## config.mk

```make
export PLATFORM = sky130hd
export DESIGN_NAME = ble_tx_scheduler
export DESIGN_NICKNAME = d
export VERILOG_FILES = /design/src/rtl/ble_pkg.sv /design/src/rtl/ble_rr_arbiter.sv /design/src/rtl/ble_tx_scheduler.sv
export SDC_FILE = /design/constraint.sdc
export NUM_CORES = 1
export LEC_CHECK = 0
export BUFFER_PORTS_ARGS = -buffer_cell sky130_fd_sc_hd__buf_2
export CORE_UTILIZATION = 35
export CTS_CLUSTER_SIZE = 14
export DETAILED_ROUTE_END_ITERATION = 12
export HOLD_SLACK_MARGIN = 0.06
export PLACE_DENSITY = 0.7
export SKIP_CTS_REPAIR_TIMING = 1
export SYNTH_ARGS = -nofsm -noshare
export SYNTH_HDL_FRONTEND = slang
export SYNTH_HIERARCHICAL = 1
export SYNTH_SLANG_ARGS = --single-unit
export TNS_END_PERCENT = 30
```

## constraint.sdc

```tcl
create_clock -name clk -period 7.3 [get_ports clk]
set_input_delay 0.365 -clock clk [delete_from_list [all_inputs] [get_ports clk]]
set_output_delay 0.365 -clock clk [all_outputs]
set_load 0.005 [all_outputs]
```

## src/rtl/ble_pkg.sv

```systemverilog
// ble_pkg: shared definitions for the BLE UART transmit scheduler.
//   BLE_TERM   - newline byte that terminates every frame on the link
//   BLE_SUBST  - replacement for payload bytes that would look like BLE_TERM
//   byte_t     - one link byte
//   tx_state_t - scheduler states (CSUM is only reachable when the
//                BLE_TX_CHECKSUM_EN build option is defined)
//   subst_byte - applies the lossy 0x0A -> 0x0B substitution
package ble_pkg;

  localparam logic [7:0] BLE_TERM  = 8'h0A;
  localparam logic [7:0] BLE_SUBST = 8'h0B;

  typedef logic [7:0] byte_t;

  typedef enum logic [1:0] {
    IDLE = 2'd0,
    SEND = 2'd1,
    CSUM = 2'd2,
    TERM = 2'd3
  } tx_state_t;

  // No escaping is done: a payload 0x0A is simply sent as 0x0B so the
  // ground receiver can never split a frame early.
  function automatic byte_t subst_byte(input byte_t b);
    return (b == BLE_TERM) ? BLE_SUBST : b;
  endfunction

endpackage

```

## src/rtl/ble_rr_arbiter.sv

```systemverilog
// ble_rr_arbiter: combinational round-robin pick.
//   req   [NUM_REQ] - pending requests
//   ptr   [PTR_W]   - highest-priority requester index (0..NUM_REQ-1)
//   grant [NUM_REQ] - one-hot winner: first set req bit searching upward
//                     from ptr, wrapping past NUM_REQ-1 back to 0
//   found           - any request present
// The pointer register itself lives in the scheduler.
module ble_rr_arbiter
  import ble_pkg::*;
#(
  parameter int NUM_REQ = 3,
  parameter int PTR_W   = $clog2(NUM_REQ)
) (
  input  logic [NUM_REQ-1:0] req,
  input  logic [PTR_W-1:0]   ptr,
  output logic [NUM_REQ-1:0] grant,
  output logic               found
);

  always_comb begin
    grant = '0;
    found = 1'b0;
    for (int k = 0; k < NUM_REQ; k++) begin
      if (!found && req[(int'(ptr) + k) % NUM_REQ]) begin
        grant[(int'(ptr) + k) % NUM_REQ] = 1'b1;
        found = 1'b1;
      end
    end
  end

endmodule

```

## src/rtl/ble_tx_scheduler.sv

```systemverilog
// ble_tx_scheduler: picks one of NUM_REQ frame requesters round-robin,
// latches its frame into a shadow buffer and streams it byte by byte to
// the UART transmitter, ending each frame with the 0x0A terminator.
//
// Ports:
//   clk, rst_n   - clock, asynchronous active-low reset
//   req_valid    - [NUM_REQ] requester i has a frame pending
//   req_frame    - [NUM_REQ*FRAME_LEN*8] packed payloads, byte 0 in the
//                  low 8 bits of each requester slice, sent first
//   req_len      - [NUM_REQ*LEN_W] payload length (clamped to FRAME_LEN)
//   req_grant    - [NUM_REQ] one-hot 1-cycle pulse when a frame is latched
//   tx_data      - byte presented to the transmitter
//   tx_valid     - tx_data valid
//   tx_ready     - transmitter accepts the byte
//   busy         - scheduler is not IDLE
//   frames_sent  - completed frames, wraps 0xFFFF -> 0
//
// Handshake: a byte moves on every clock edge where tx_valid && tx_ready.
// Once tx_valid is raised, tx_data and tx_valid hold until that transfer;
// tx_ready may be driven independently of tx_valid.
//
// Build option BLE_TX_CHECKSUM_EN: when defined, an XOR checksum of the
// emitted (post-substitution) payload bytes, seed 0x00, is sent between
// the payload and the terminator, itself substituted if it equals 0x0A.
module ble_tx_scheduler
  import ble_pkg::*;
#(
  parameter int NUM_REQ   = 3,
  parameter int FRAME_LEN = 10,
  parameter int LEN_W     = $clog2(FRAME_LEN + 1)
) (
  input  logic                         clk,
  input  logic                         rst_n,
  input  logic [NUM_REQ-1:0]           req_valid,
  input  logic [NUM_REQ*FRAME_LEN*8-1:0] req_frame,
  input  logic [NUM_REQ*LEN_W-1:0]     req_len,
  output logic [NUM_REQ-1:0]           req_grant,
  output logic [7:0]                   tx_data,
  output logic                         tx_valid,
  input  logic                         tx_ready,
  output logic                         busy,
  output logic [15:0]                  frames_sent
);

  localparam int PTR_W = $clog2(NUM_REQ);
  localparam int FW    = FRAME_LEN * 8;

  tx_state_t            state_q, state_n;
  logic [PTR_W-1:0]     rr_q, rr_n, rr_win;
  logic [NUM_REQ-1:0]   grant_q, grant_n;
  logic                 tx_valid_q, tx_valid_n;
  byte_t                tx_data_q, tx_data_n;
  logic [15:0]          frames_q, frames_n;
  logic [FW-1:0]        frame_q, frame_n, sel_frame;
  logic [LEN_W-1:0]     len_q, len_n, sel_len, sel_len_c;
  logic [LEN_W-1:0]     idx_q, idx_n, idx_inc;
  logic [NUM_REQ-1:0]   win_oh;
  logic                 found;
  logic                 xfer;
  logic                 last;
  byte_t                next_byte;
`ifdef BLE_TX_CHECKSUM_EN
  byte_t                csum_q, csum_n, csum_acc;
`endif

  ble_rr_arbiter #(
    .NUM_REQ (NUM_REQ),
    .PTR_W   (PTR_W)
  ) u_arb (
    .req   (req_valid),
    .ptr   (rr_q),
    .grant (win_oh),
    .found (found)
  );

  // Mux the winner's frame/length and the pointer value that follows it.
  always_comb begin
    sel_frame = '0;
    sel_len   = '0;
    rr_win    = '0;
    for (int i = 0; i < NUM_REQ; i++) begin
      if (win_oh[i]) begin
        sel_frame = req_frame[i*FW +: FW];
        sel_len   = req_len[i*LEN_W +: LEN_W];
        rr_win    = PTR_W'((i + 1) % NUM_REQ);
      end
    end
  end

  assign sel_len_c = (sel_len > LEN_W'(FRAME_LEN)) ? LEN_W'(FRAME_LEN) : sel_len;
  assign xfer      = tx_valid_q && tx_ready;
  assign idx_inc   = idx_q + LEN_W'(1);
  assign last      = (idx_inc == len_q);
  assign next_byte = subst_byte(byte_t'(frame_q >> {idx_inc, 3'b000}));
`ifdef BLE_TX_CHECKSUM_EN
  assign csum_acc  = csum_q ^ tx_data_q;
`endif

  always_comb begin
    state_n    = state_q;
    rr_n       = rr_q;
    grant_n    = '0;
    tx_valid_n = tx_valid_q;
    tx_data_n  = tx_data_q;
    frames_n   = frames_q;
    frame_n    = frame_q;
    len_n      = len_q;
    idx_n      = idx_q;
`ifdef BLE_TX_CHECKSUM_EN
    csum_n     = csum_q;
`endif
    case (state_q)
      IDLE: begin
        if (found) begin
          grant_n    = win_oh;
          rr_n       = rr_win;
          frame_n    = sel_frame;
          len_n      = sel_len_c;
          idx_n      = '0;
          tx_valid_n = 1'b1;
`ifdef BLE_TX_CHECKSUM_EN
          csum_n     = 8'h00;
`endif
          if (sel_len_c == '0) begin
`ifdef BLE_TX_CHECKSUM_EN
            // Empty payload: checksum of nothing is the seed.
            state_n   = CSUM;
            tx_data_n = 8'h00;
`else
            state_n   = TERM;
            tx_data_n = BLE_TERM;
`endif
          end else begin
            state_n   = SEND;
            tx_data_n = subst_byte(sel_frame[7:0]);
          end
        end
      end
      SEND: begin
        if (xfer) begin
`ifdef BLE_TX_CHECKSUM_EN
          csum_n = csum_acc;
`endif
          if (last) begin
`ifdef BLE_TX_CHECKSUM_EN
            state_n   = CSUM;
            tx_data_n = subst_byte(csum_acc);
`else
            state_n   = TERM;
            tx_data_n = BLE_TERM;
`endif
          end else begin
            idx_n     = idx_inc;
            tx_data_n = next_byte;
          end
        end
      end
      CSUM: begin
`ifdef BLE_TX_CHECKSUM_EN
        if (xfer) begin
          state_n   = TERM;
          tx_data_n = BLE_TERM;
        end
`else
        state_n    = IDLE;
        tx_valid_n = 1'b0;
`endif
      end
      TERM: begin
        if (xfer) begin
          state_n    = IDLE;
          tx_valid_n = 1'b0;
          tx_data_n  = 8'h00;
          frames_n   = frames_q + 16'd1;
        end
      end
      default: begin
        state_n    = IDLE;
        tx_valid_n = 1'b0;
      end
    endcase
  end

  always_ff @(posedge clk or negedge rst_n) begin
    if (!rst_n) begin
      state_q    <= IDLE;
      rr_q       <= '0;
      grant_q    <= '0;
      tx_valid_q <= 1'b0;
      tx_data_q  <= 8'h00;
      frames_q   <= 16'd0;
      len_q      <= '0;
      idx_q      <= '0;
`ifdef BLE_TX_CHECKSUM_EN
      csum_q     <= 8'h00;
`endif
    end else begin
      state_q    <= state_n;
      rr_q       <= rr_n;
      grant_q    <= grant_n;
      tx_valid_q <= tx_valid_n;
      tx_data_q  <= tx_data_n;
      frames_q   <= frames_n;
      len_q      <= len_n;
      idx_q      <= idx_n;
`ifdef BLE_TX_CHECKSUM_EN
      csum_q     <= csum_n;
`endif
    end
  end

  // Shadow payload needs no reset: it is always loaded before it is read.
  always_ff @(posedge clk) begin
    frame_q <= frame_n;
  end

  assign req_grant   = grant_q;
  assign tx_valid    = tx_valid_q;
  assign tx_data     = tx_data_q;
  assign busy        = (state_q != IDLE);
  assign frames_sent = frames_q;

endmodule

```

# Word-level counts from Yosys, hierarchy flattened

Index checks and enable logic that the tools add are counted.

Memory bits (writable): 0
Bits in latches: 0
Output and inout bits: 29
Input port bits: 258
Word-level logic and storage cells: 111
Bits in registers: 120
Bits in read-only memories: 0
Memories kept: 0

Bitwise logic cells: 2
Shifts and indexed selects: 1
$lt $le $gt $ge: 7
Equality and inequality tests: 11
Muxes and demuxes: 54
Div/mod/pow operators: 3
$add $sub $neg: 4
$mul: 0
Reduce and logical (&&, ||, !) cells: 20

Operators by type and width:

| kind                  | number |
|---|---|
| $mux 80               | 3 |
| $ge 32x1->1 const B   | 3 |
| $lt 32x4->1 const B   | 3 |
| $shr 80x7->8          | 1 |
| $mod 32x3->32 const B | 2 |
| $mux 8                | 7 |
| $mod 3x3->32 const B  | 1 |
| $mux 4                | 7 |
| $pmux 8 s3            | 1 |
| $add 16x1->16 const B | 1 |
| $eq 8x4->1 const B    | 2 |
| $mux 1                | 15 |
| $mux 3                | 5 |
| $mux 2                | 7 |
| $reduce_and 4->1      | 3 |
| $ne 2x2->1 const B    | 5 |
| $pmux 2 s4            | 1 |
| $pmux 4 s2            | 1 |
| $bmux 1 s2            | 3 |
| $demux 1 s2           | 3 |
| $logic_and 1x1->1     | 6 |
| $or 3x3->3            | 2 |
| $reduce_bool 3->1     | 2 |
| $add 4x1->4 const B   | 1 |
| other kinds (13)      | 17 |

# Longest topological paths before layout

Depth after elaboration: 20
Mapped depth: 15
Gate-level depth less buffers: 13

# By module

Netlist, hierarchy kept.

Modules (own cells, without submodules):

| module           | seq. area each (um^2) | area an instance (um^2) | cells each | times used |
|---|---|---|---|---|
| ble_tx_scheduler | 3403.3                | 6675.2                  | 669        | 1 |
| ble_rr_arbiter   | 0.0                   | 307.8                   | 41         | 1 |

# Worst setup path before layout

Ideal clock, no wire load.

Kind: register to register
Start point: reg rr_q[0]
End point: reg tx_data_q[1], in the netlist tx_data[1]
Arrival: 4.291 ns
Period minus slack after synthesis: 4.372 ns
Path buffers: 0
Required time: 7.218 ns
Library setup time: 0.082 ns
Setup slack: 2.928 ns
Stages on the path, launching flop included: 13
Path through: dfrtp_1 > inv_1 > ha_1 > mux2i_1 > o22ai_1 > a211o_1 > nand3_1 > clkinv_1 > a21oi_1 > nor2_1 > nand2_1 > o21ai_1 > a31oi_1

Elaborated cells between the ends (all ways): 57
Classes of those cells: 2 x add/sub; 3 x div; 7 x order compare; 2 x eq/ne; 32 x mux; 2 x bitwise; 9 x reduce/logical

RTL lines:

| what                                                   | line                    | RTL |
|---|---|---|
| start: declaration                                     | ble_tx_scheduler.sv:49  | `logic [PTR_W-1:0] rr_q, rr_n, rr_win;` |
| start signal: assignment                               | ble_tx_scheduler.sv:199 | `rr_q <= rr_n;` |
| branches (longest 10 deep; another with $mod 32x3->32) | -                       |  |
| $mux 1 (*)                                             | ble_rr_arbiter.sv:24    | `if (!found && req[(int'(ptr) + k) % NUM_REQ]) begin` |
| net found                                              | ble_tx_scheduler.sv:58  | `logic found;` |
| $ne 2x2->1 (no source line) (*)                        | -                       |  |
| $reduce_and 4->1 (no source line) (*)                  | -                       |  |
| end signal: assignment                                 | ble_tx_scheduler.sv:202 | `tx_data_q <= tx_data_n;` |
| end: declaration                                       | ble_tx_scheduler.sv:52  | `byte_t tx_data_q, tx_data_n;` |

Mark *: on every way through the listed nets, which the timed path passes. The select of a mux whose other input is x is not followed.
A chain may end at the register's enable or synchronous reset.

# Worst setup path in the final report

Start point: reg rr_q[0]
End point: reg tx_data_q[1], in the netlist tx_data[1]

Cells in the longest elaborated chain, start to end: 20
Elaborated cells between the ends (all ways): 57
Classes of those cells: 2 x add/sub; 3 x div; 7 x order compare; 2 x eq/ne; 32 x mux; 2 x bitwise; 9 x reduce/logical

Ends and longest elaborated chain:

| what                                                   | line                    | RTL |
|---|---|---|
| branches (longest 10 deep; another with $mod 32x3->32) | -                       |  |
| $mux 3 (*)                                             | ble_rr_arbiter.sv:24    |  |
| net win_oh[0]                                          | ble_tx_scheduler.sv:57  | `logic [NUM_REQ-1:0] win_oh;` |
| $mux 4 (3 in a row)                                    | ble_tx_scheduler.sv:82  | `if (win_oh[i]) begin` |
| $gt 4x4->1                                             | ble_tx_scheduler.sv:90  | `assign sel_len_c = (sel_len > LEN_W'(FRAME_LEN)) ? LEN_W'(FRAME_LEN) : sel_len;` |
| $mux 4                                                 | ble_tx_scheduler.sv:90  |  |
| $logic_not 4->1                                        | ble_tx_scheduler.sv:124 | `if (sel_len_c == '0) begin` |
| $mux 8 (*)                                             | ble_tx_scheduler.sv:124 |  |
| $mux 8 (*)                                             | ble_tx_scheduler.sv:114 | `if (found) begin` |
| $pmux 8 s3 (*)                                         | ble_tx_scheduler.sv:112 | `case (state_q)` |

Marked as above.

==> flow_summary.json <==
{
  "status": "finished, final reports clean",
  "core_area_um2": 19500,
  "skew_ns": 0.00871,
  "cp_max_fo": 48,
  "hpwl_um": 15400,
  "drtIter0Drc": 347,
  "gr-total-overflow": 0,
  "finalCriticalPeriod_ns": 4.36,
  "p_leak_nw": 3.89,
  "finalPower_mw": 4.04,
  "synth-seq-cells": 120,
  "routabilityCongestion": 0.861,
  "row_count": 51,
  "power.share.clock_pct": 19.3,
  "via_per_inst": 5.14,
  "start_util_pct": 35.8,
  "worst-slew-pin-transition_ns": 1.02,
  "cp-start-kind": "flop",
  "hold_viol_final": 0,
  "die_x_um": 143,
  "sequentialPowerShare_pct": 28.0,
  "cts_made_buffers": 17,
  "grt_pass1_vias": 5990,
  "nFillCells": 1883,
  "async_flop_share_pct": 33.3,
  "power.density_nw_per_um2": 443,
  "final_util_pct": 46.7,
  "rsz0062_at_grt": "no",
  "root_buffer": "clkbuf_16",
  "p_int_mw": 2.33,
  "drive_gt1_share_pct": 36.2,
  "grt_pass1_wl_um": 30800,
  "wire_per_inst_um": 16.2,
  "min_path_type": "in -> async",
  "synthFlopType": "edfxtp_1",
  "die-area_um2": 20500,
  "path_clk_slew_ns": 0.05,
  "ys_seq_area_share_pct": 48.7,
  "num_io_pins": 287,
  "ir_drop_uv": 332,
  "grtUsageTotal_pct": 20.0,
  "fin_crit_sh_pct": 59.8,
  "finalMaxSlewViolations": 0,
  "synth_edf_count": 80,
  "final_antenna_net_count": 0,
  "cts.sinks": 120,
  "fmax_ghz": 0.229,
  "cts_htree_levels": 4,
  "cts_buffer_depth": 2,
  "grt_max_degree": 118,
  "nets": 1231,
  "drc": 0,
  "port_buffers": 286,
  "yosys_warnings": 6,
  "syn_area_um2": 6980,
  "max-cap-violations": 0,
  "cts_tree": "built",
  "place_ws_ns": 2.94,
  "setup_viol": 0,
  "worstPathArrival_ns": 4.64,
  "relSlewSlack_pct": 31.9,
  "required_ns": 7.57,
  "synthToLayoutAreaGrowth_pct": 30.7,
  "vias": 6396,
  "critical_path_class": "reg -> reg",
  "syn-num-nets": 974,
  "netlist_instances": 710,
  "avgSynthCellArea_um2": 9.84,
  "die_h_um": 143,
  "comb_power_share_pct": 52.8,
  "clk-insertion-delay-late_ns": 0.41,
  "endpoint_kind": "flop",
  "tns_ns": 0,
  "drtPass1Iterations": 5,
  "n_antenna_cell": 0,
  "yosysUniqueCellTypes": 62,
  "wl_um": 20200,
  "switching_share_pct": 42.4,
  "antenna_found_initial": 0,
  "switchingPower_mw": 1.71,
  "fin_ws_ns": 2.94
}
[power groups by stage]
stage / sequential [mW] / combinational [mW] / clock, mW
final: 1.13 / 2.13 / 0.780
after global placement: 1.14 / 2.11 / 0
after floorplan: 1.09 / 1.63 / 0
after CTS: 1.13 / 2.16 / 0.798
after detailed placement: 1.14 / 2.15 / 0
after global routing: 1.15 / 2.40 / 0.828
[layer usage]
layer / vias up / part of all wire [%] / routed length, um / global-route usage [%]
li1: 3168 / - / - / -
met4: 0 / 0.93 / 187 / 5.43
met2: 237 / 53 / 10600 / 36.4
met3: 12 / 5.8 / 1170 / 3.99
met5: - / 0 / 0 / 0
met1: 2979 / 41 / 8220 / 23.9
[final timing paths]
kind,from,endpoint,slack (ns),cells after the start
setup / recovery,rr_q[0],tx_data[1],2.94,14
hold / removal,rst_n,state_q[1],0.11,1
setup reg to reg,rr_q[0],tx_data[1],2.94,14
hold reg to reg,frames_sent[15],frames_sent[15],0.47,1
max in group asynchronous,rst_n,frames_sent[15],6.61,1
min in group clk,req_frame[215],frame_q[55],0.23,3
[layout make-up]
class	instances	area [um^2]	share of cell area [%]
multi-input combinational	517	3290	36.0
clock inverter	7	38.8	0.425
timing repair buffer	291	1470	16.1
inverter	20	76.3	0.836
sequential	120	3400	37.3
clock buffer	25	519	5.69
tap	265	332	3.63
[per-stage QoR]
step / std cells / area [um^2] / hold slack, ns
floorplan: 710 / 6980 / 0.0694
global placement: 1213 / 8570 / 0.463
detailed placement: 1213 / 8570 / 0.466
CTS: 1245 / 9130 / 0.122
global route: 1245 / 9130 / 0.173
finish: 1245 / 9130 / 0.109
[layout by cell type (no fill, tap or decap), types with 2 or more instances in the layout]
cell type  Yosys  layout
a22oi_1       76      76
o22ai_1       10      10
nor2b_1        2       2
o21ai_0       85      85
xor2_2         2       2
nor2_1        30      30
clkinv_2       0       6
edfxtp_1      80      80
clkbuf_16      0      20
xnor2_1       12      12
and2_1         4       4
ha_1           6       6
mux2i_1       21      21
nand3_1       19      19
a221oi_1       9       9
buf_2         13     286
nand3b_1       5       5
nand2_1      110     110
a21oi_1       23      23
and3_1         2       2
dfrtp_1       40      40
nor3b_1        2       2
nand4b_1       2       2
xor2_1         6       6
o21ai_1        5       4
a31oi_1        7       7
nor3_1         2       2
a211o_1        2       2
inv_1         18      18
o211ai_1       7       7
clkbuf_1      32       5
nand2b_1       3       3
buf_4          1       5
a22o_1         2       2
nand4_1        7       7
o22a_1         2       2
o21bai_1       6       6
nor4_1         3       3
mux2_2        24      24
[cells in the mapped netlist, types with 5 or more instances]
cell	n	area (um^2)
a21oi_1	23	115
a221oi_1	9	78.8
a22oi_1	76	571
a31oi_1	7	43.8
buf_2	13	65.1
clkbuf_1	32	120
dfrtp_1	40	1000
edfxtp_1	80	2400
ha_1	6	75.1
inv_1	18	67.6
mux2_2	24	270
mux2i_1	21	210
nand2_1	110	413
nand3_1	19	95.1
nand3b_1	5	37.5
nand4_1	7	43.8
nor2_1	30	113
o211ai_1	7	52.6
o21ai_0	85	425
o21ai_1	5	25.0
o21bai_1	6	45.0
o22ai_1	10	62.6
xnor2_1	12	105
xor2_1	6	52.6
[registers in the layout, indices dropped and copies added (netlist names)]
name and cells:
idx_q 4, tx_valid 1, frame_q 80, req_grant 3, tx_data 8, rr_q 2
len_q 4, frames_sent 16, state_q 2
[critical path, cell delays in order (launching register included)]
cell and delay (ns):
dfrtp_1 0.40, inv_1 0.08, ha_1 0.48, mux2i_1 0.23
nor2_1 0.08, nand4b_1 0.20, a31oi_1 0.29, nor2b_4 0.74
buf_4 0.54, a221oi_1 0.15, a21oi_1 0.34, o41a_1 0.39
nand2_1 0.09, o21ai_1 0.09, a31oi_1 0.05
[logic make-up (layout without fill, tap and decap cells)]
logic type | after synthesis | count (layout) | synth area share [%]
flops | 120 | 120 | 48.7
fa+ha+maj | 6 | 6 | 1.08
mux | 45 | 45 | 6.88
xor+xnor | 21 | 21 | 3.06
simple gates | 198 | 198 | 12.8
buf+inv | 73 | 343 | 4.53
compound gates | 247 | 247 | 22.9
No activity file was read; power rests on OpenSTA's default activity.
